--- src/rtl/spsram_arbiter_pkg.sv ---
// spsram_arbiter_pkg: shared FSM states, strobe levels and requester count
package spsram_arbiter_pkg;
  localparam int NREQ = 2;
  localparam logic SRAM_EN = 1'b0;
  localparam logic SRAM_DIS = 1'b1;
  typedef enum logic {ST_INIT, ST_RUN} state_t;
endpackage

--- src/rtl/spsram_arbiter_rr_arb2.sv ---
// rr_arb2: two-way round-robin arbiter holding the last-grant pointer
module rr_arb2 (
  input  logic       clk,
  input  logic       rst,
  input  logic [1:0] req,
  input  logic       accept,
  output logic [1:0] gnt
);
  logic last;
  // on contention favour the requester that was not served last
  always_comb gnt = (&req) ? (last ? 2'b01 : 2'b10) : req;
  // remember who won the most recent accepted transfer
  always_ff @(posedge clk)
    if (rst) last <= 1'b0;
    else if (accept) last <= gnt[1];
endmodule

--- src/rtl/spsram_arbiter.sv ---
// spsram_arbiter: round-robin front end clearing and serving a 2-bank single-port SRAM
module spsram_arbiter
  import spsram_arbiter_pkg::*;
#(
  parameter int BW_DATA = 32,
  parameter int BW_ADDR = 5
) (
  input  logic                 i_clk,
  input  logic                 i_rst,
  input  logic [1:0]           i_req_valid,
  input  logic [1:0]           i_req_wen,
  input  logic [2*BW_ADDR-1:0] i_req_addr,
  input  logic [2*BW_DATA-1:0] i_req_data,
  output logic [1:0]           o_req_ready,
  output logic [1:0]           o_rsp_valid,
  output logic [BW_DATA-1:0]   o_rsp_data,
  output logic                 o_init_done,
  output logic [BW_ADDR-2:0]   o_sram_addr,
  output logic [BW_DATA-1:0]   o_sram_data,
  output logic [1:0]           o_sram_cen,
  output logic                 o_sram_wen,
  output logic [1:0]           o_sram_oen,
  input  logic [2*BW_DATA-1:0] i_sram_rdata
);
  state_t state, state_nxt;
  logic [BW_ADDR-1:0] cnt, cmd_addr;
  logic [BW_DATA-1:0] cmd_data;
  logic [1:0] gnt;
  logic acc, id, cmd_v, cmd_wr;
  logic s1_rd, s1_bank, s1_id, s2_bank;
  rr_arb2 u_arb (
    .clk(i_clk),
    .rst(i_rst),
    .req(i_req_valid & {NREQ{o_init_done}}),
    .accept(acc),
    .gnt(gnt)
  );
  assign o_req_ready = gnt;
  assign acc = |gnt;
  assign id = gnt[1];
  // pick the command for the next SRAM cycle: clear sweep during init, granted request after
  always_comb begin
    state_nxt = state;
    cmd_v = acc;
    cmd_wr = i_req_wen[id];
    cmd_addr = id ? i_req_addr[2*BW_ADDR-1:BW_ADDR] : i_req_addr[BW_ADDR-1:0];
    cmd_data = id ? i_req_data[2*BW_DATA-1:BW_DATA] : i_req_data[BW_DATA-1:0];
    if (state == ST_INIT) begin
      cmd_v = 1'b1;
      cmd_wr = 1'b1;
      cmd_addr = cnt;
      cmd_data = '0;
      state_nxt = (&cnt) ? ST_RUN : ST_INIT;
    end
  end
  // state register, sweep counter and init flag lagging the sweep's last write
  always_ff @(posedge i_clk) begin
    state <= i_rst ? ST_INIT : state_nxt;
    cnt <= i_rst ? '0 : (state == ST_INIT) ? cnt + 1'b1 : cnt;
    o_init_done <= ~i_rst & (state == ST_RUN);
  end
  // command stage drives the SRAM, response stage tracks returning reads
  always_ff @(posedge i_clk) begin
    if (i_rst) begin
      o_sram_cen <= {2{SRAM_DIS}};
      o_sram_wen <= SRAM_DIS;
      o_sram_addr <= '0;
      o_sram_data <= '0;
      s1_rd <= 1'b0;
      s1_bank <= 1'b0;
      s1_id <= 1'b0;
      o_rsp_valid <= 2'b00;
      s2_bank <= 1'b0;
    end else begin
      o_sram_cen <= !cmd_v ? {2{SRAM_DIS}} : cmd_addr[BW_ADDR-1] ? {SRAM_EN, SRAM_DIS} : {SRAM_DIS, SRAM_EN};
      o_sram_wen <= (cmd_v & cmd_wr) ? SRAM_EN : SRAM_DIS;
      o_sram_addr <= cmd_v ? cmd_addr[BW_ADDR-2:0] : o_sram_addr;
      o_sram_data <= cmd_v ? cmd_data : o_sram_data;
      s1_rd <= cmd_v & ~cmd_wr;
      s1_bank <= cmd_addr[BW_ADDR-1];
      s1_id <= id;
      o_rsp_valid <= {s1_rd & s1_id, s1_rd & ~s1_id};
      s2_bank <= s1_bank;
    end
  end
  assign o_sram_oen = !(|o_rsp_valid) ? {2{SRAM_DIS}} : s2_bank ? {SRAM_EN, SRAM_DIS} : {SRAM_DIS, SRAM_EN};
  assign o_rsp_data = !(|o_rsp_valid) ? '0 : s2_bank ? i_sram_rdata[2*BW_DATA-1:BW_DATA] : i_sram_rdata[BW_DATA-1:0];
endmodule
--- config.mk ---
export PLATFORM = sky130hd
export DESIGN_NAME = spsram_arbiter
export DESIGN_NICKNAME = d
export VERILOG_FILES = /design/src/rtl/spsram_arbiter_pkg.sv /design/src/rtl/spsram_arbiter_rr_arb2.sv /design/src/rtl/spsram_arbiter.sv
export SDC_FILE = /design/constraint.sdc
export NUM_CORES = 1
export LEC_CHECK = 0
export ABC_AREA = 1
export BUFFER_PORTS_ARGS = -buffer_cell sky130_fd_sc_hd__clkbuf_2
export CORE_AREA = 2 2 102 104
export CTS_CLUSTER_SIZE = 28
export DETAILED_ROUTE_END_ITERATION = 8
export DIE_AREA = 0 0 104 106
export GPL_TIMING_DRIVEN = 0
export MAX_ROUTING_LAYER = met4
export PLACE_DENSITY = 0.73
export SYNTH_ARGS = -nofsm -noshare
export SYNTH_HDL_FRONTEND = slang
export SYNTH_HIERARCHICAL = 1
export SYNTH_SLANG_ARGS = --single-unit
--- constraint.sdc ---
create_clock -name i_clk -period 1.3 [get_ports i_clk]
set_input_delay 0.26 -clock i_clk [delete_from_list [all_inputs] [get_ports i_clk]]
set_output_delay 0.26 -clock i_clk [all_outputs]
set_load 0.05 [all_outputs]
# After elaboration in Yosys (flattened, before gate mapping)
# Cells that the tools add are included.
# totals
register_bits	53
in_bits	144
output_inout_bits	78
elab_cells	48
# op_classes
n_addsub	1
n_lt_le_gt_ge	1
mux	18
bitwise_logic	10
reduce_logical	5
# op_table
cell	n
$mux 32	4
$mux 2	5
$mux 5	2
$mux 1	7
$reduce_or 2->1	3
$add 5x1->5 const B	1
$and 1x1->1	5
$reduce_and 5->1	1
$not 1->1	4
$and 2x2->2	1
$lt 1x2->1 const B	1
$reduce_and 2->1	1

# Longest topological paths before layout
# logic_depth
ltp_word	8
mapped_depth	13
depth_no_buf	11

# Cells and area by module
# The synthesis kept the hierarchy.
# modules_own_cells
mod	instances	cells_per_inst	area_per_inst_um2	seq_area_each_um2
spsram_arbiter	1	468	2856.5	1041.0
rr_arb2	1	11	61.3	20.0

# Worst setup path after synthesis
# Ideal clock, no wire load.
# synth_timing
path_kind	flip-flop to flip-flop
from	register o_init_done
to	register u_arb.last
setup_time_ns	0.056
arrival_time_ns	2.820
required_time_ns	1.244
setup_slack_ns	-1.576
stages_incl_launch_ff	12
path_buffers	2
period_less_slack_ns	2.876
cell_sequence	dfxtp_1 nand2_1 inv_1 a21boi_0 nor2_4 buf_6 buf_4 inv_1 nor2_1 nor2_1 nand2_1 inv_1
# synth_between
elab_chain_cells	4
# synth_rtl
element	line_no	text
from (decl)	spsram_arbiter.sv:17	output logic o_init_done,
from (signal assigned)	spsram_arbiter.sv:60	o_init_done <= ~i_rst & (state == ST_RUN);
$and 2x2->2 *	spsram_arbiter.sv:34	.req(i_req_valid & {NREQ{o_init_done}}),
$reduce_and 2->1	spsram_arbiter_rr_arb2.sv:11	always_comb gnt = (&req) ? (last ? 2'b01 : 2'b10) : req;
$mux 2 *	spsram_arbiter_rr_arb2.sv:11	
net o_req_ready[0]	spsram_arbiter.sv:14	output logic [1:0] o_req_ready,
$reduce_or 2->1 *	spsram_arbiter.sv:39	assign acc = |gnt;
net acc	spsram_arbiter.sv:29	logic acc, id, cmd_v, cmd_wr;
to (signal assigned)	spsram_arbiter_rr_arb2.sv:15	else if (accept) last <= gnt[1];
to (decl)	spsram_arbiter_rr_arb2.sv:9	logic last;
# The timed path passes the listed nets; every way through them passes the cells marked *.
# A chain may end at the register's enable or synchronous reset.

# Final worst setup path
# layout_timing
from	register o_rsp_valid[0]
to	output port o_rsp_data[0]
# layout_between
elab_chain_cells	2
# layout_rtl
element	line_no	text
from (decl)	spsram_arbiter.sv:15	output logic [1:0] o_rsp_valid,
from (signal assigned)	spsram_arbiter.sv:82	o_rsp_valid <= {s1_rd & s1_id, s1_rd & ~s1_id};
$reduce_or 2->1	spsram_arbiter.sv:87	assign o_rsp_data = !(|o_rsp_valid) ? '0 : s2_bank ? i_sram_rdata[2*BW_DATA-1:BW_DATA] : i_sram_rdata[BW_DATA- ...
$mux 32	spsram_arbiter.sv:87	
to (decl)	spsram_arbiter.sv:16	output logic [BW_DATA-1:0] o_rsp_data,
# Every way passes these cells.

==> impl_metrics.json <==
{
  "status": "finished, violations left",
  "violations": "setup timing",
  "fin_ws_ns": -0.469,
  "cts-htree-levels": 2,
  "pwr-share-seq_pct": 50.4,
  "synth_cells": 479,
  "clock_sinks": 53,
  "synth_area_leaders": "dfxtp_1 (36%), nand2_1 (25%), nand3_1 (6.7%), a21oi_1 (5.8%), o21ai_0 (5.8%)",
  "synth_xor_area_share_pct": 0,
  "yosysSeqAreaShare_pct": 36.4,
  "n_antenna_cell": 0,
  "endpoint_kind": "output port",
  "rsz0062_at_grt": "yes",
  "p_int_mw": 2.37,
  "first_pass_iters": 4,
  "syn-cell-area_sq_um": 2920,
  "total_power_mw": 3.26,
  "rows": 37,
  "switching_share_pct": 27.4,
  "synthMuxAreaShare_pct": 0,
  "grt_pass1_wl_um": 20700,
  "synthFlopType": "dfxtp_1",
  "clk_path_buf_depth": 2,
  "wl_um": 15100,
  "initial_utilization_pct": 29.2,
  "fin_worst_skew_ns": 0.0106,
  "min_path_type": "input pin to flop",
  "vias_per_cell": 4.87,
  "numCtsBuffers": 5,
  "die-area_sq_um": 11000,
  "synth_compound_area_share_pct": 13.6,
  "fmax_mhz": 565,
  "p_leak_nw": 3.19,
  "period_needed_ns": 1.77,
  "cts-root-buf": "clkbuf_8",
  "synth_area_leader_cell": "dfxtp_1",
  "comb_power_share_pct": 16.5,
  "arrival_ns": 1.51,
  "start_kind": "flop",
  "drive_gt1_share_pct": 68.7,
  "finalMaxSlewViolations": 0,
  "num_vias": 4358,
  "overflow": 0,
  "post-route-period-util_pct": 136,
  "async_reset_ff_share_pct": 0,
  "ys_warn_count": 6,
  "ant_nets": 0,
  "final_cells": 894,
  "grt_pass1_vias": 4117,
  "die_h_um": 106,
  "critPathKind": "flop to output port",
  "min_path_cells": 4,
  "synth_fa_ha_area_share_pct": 0.858,
  "synthSimpleGateAreaFrac_pct": 37.0,
  "syn_nets": 625,
  "netlist_top_cells_count": "nand2_1 (198), dfxtp_1 (53), inv_1 (42)",
  "clockPowerShare_pct": 33.0,
  "synth-edff-count": 0,
  "worstPathMaxFanout": 5,
  "relSlewSlack_pct": 48.7,
  "routedWlPerCell_um": 16.9,
  "die_x_um": 104,
  "reg2regPathDepth": 13,
  "maxCapViolations": 0,
  "clk_latency_ns": 0.31,
  "placedCellCount": 836,
  "syn_avg_cell_area_sq_um": 6.09,
  "grt_max_degree": 17,
  "finalSetupViolCount": 80,
  "dp_hpwl_um": 8580,
  "core_sq_um": 10000,
  "fin_nets": 903,
  "synth_top_family_by_area": "simple AND/OR/NAND/NOR gates",
  "hold_ws_ns": 0.232,
  "max-vdd-ir-drop_uv": 503,
  "worstMarginPinSlew_ns": 0.769,
  "place_congestion": 0.783,
  "ioPinCount": 222,
  "final_core_util_pct": 67.6,
  "pre_cts_slack_ns": -0.361,
  "syn_to_final_growth_pct": 132,
  "finalHoldViolations": 0,
  "num-fill-cells": 755,
  "switchingPower_mw": 0.891,
  "antenna_found_initial": 0,
  "synth_seq_cells": 53,
  "powerDensity_nw_per_um2": 482,
  "cp_data_required_time_ns": 1.04,
  "cts.clk_slew.worst_paths_ns": 0.09,
  "ys_types": 20,
  "initialDrtViolationCount": 188,
  "track_usage_pct": 24.2,
  "yosysMostFrequentCell": "nand2_1",
  "io_buffers": 221,
  "drt_drc_violations_left": 0,
  "synth_top_area_share_pct": 36.4,
  "cts_tree": "yes"
}
## cell families (layout without fill, tap and decap cells)
logic type,count (synthesis),in the layout
flops,53,53
simple gates,270,270
fa+ha+maj,2,2
compound gates,78,78
buf+inv,76,355
## worst max-delay path, cell delays in order (launching register included)
cell and delay [ns]:
dfxtp_4 0.39, nor2_4 0.05, nor2_4 0.15, buf_4 0.16, clkbuf_16 0.15, nand2_2 0.06
o21ai_4 0.07, buf_8 0.17
## repair_timing
| action | 4_1_cts | 5_1_grt |
|---|---|---|
| hold buffers | 0 | 0 |
| cloned | 14 | 3 |
| pin swaps | 62 | 69 |
| resized for setup | 213 | 160 |
| setup buffers | 27 | 8 |
| endpoints found under the setup margin | 80 | 85 |
## power groups by stage
stage	clock network (mW)	logic, mW	registers [mW]
after floorplan	0	0.131	1.71
after global placement	0	0.409	1.68
after detailed placement	0	0.411	1.68
after CTS	1.08	0.444	1.64
after global routing	1.16	0.581	1.64
final	1.08	0.538	1.64
## metrics by stage
step                instance area (sq um)  TNS [ns]
floorplan                            3520    -20.81
global placement                     4790    -16.79
detailed placement                   4790    -17.94
CTS                                  6200    -25.60
global route                         6760    -33.11
finish                               6760    -26.76
## per-layer routing
layer	global-route usage [%]	vias to the layer above	routed length, um
met2	45.9	234	8150
met5	-	-	0
met3	5.40	41	1080
met4	9.17	0	596
li1	-	2054	-
met1	24.2	2029	5310
## path summary, 6_finish.rpt
check                                          startpoint                           end  slack (ns)
worst min register to register         s1_bank$_SDFF_PP0_            s2_bank$_SDFF_PP0_        0.40
worst max-delay path            o_rsp_valid[0]$_SDFF_PP0_                 o_rsp_data[0]       -0.47
worst max register to register        o_init_done$_DFF_P_  o_sram_data[15]$_SDFFE_PP0P_       -0.37
worst min-delay path                         i_req_wen[0]              s1_rd$_SDFF_PP0_        0.23
## registers in the layout, summed over array words and instances, names as in the netlist, 2 cells and up
signal and flops:
o_sram_data 32, cnt 5, o_sram_cen 2, o_sram_addr 4, o_rsp_valid 2
## cells in the final DEF, fill, tap and decap left out, types with 5 or more instances in the layout
| cell | instances |
|---|---|
| clkbuf_2 | 182 |
| nand2_1 | 93 |
| nand2_2 | 77 |
| buf_8 | 47 |
| dfxtp_1 | 46 |
| inv_1 | 36 |
| o21ai_4 | 35 |
| nand2_4 | 27 |
| nor2_1 | 23 |
| a21oi_2 | 23 |
| buf_6 | 22 |
| nand3_2 | 19 |
| nand3_1 | 17 |
| buf_4 | 13 |
| a21oi_1 | 11 |
| buf_12 | 9 |
| clkbuf_16 | 8 |
| buf_2 | 8 |
| clkbuf_8 | 8 |
| buf_16 | 8 |
| nor2_4 | 5 |
## final cells by class
type	instances	area, sq um	share of cell area (%)
plain buffers	30	389	5.76
clock buffers	7	96.3	1.43
clock inverters	1	8.76	0.130
inverters	45	184	2.72
multi-input cells	350	2590	38.3
flip-flops and latches	53	1080	16.0
well taps	136	170	2.52
repair buffers	272	2240	33.2
No activity file was read; power rests on OpenSTA's default activity.
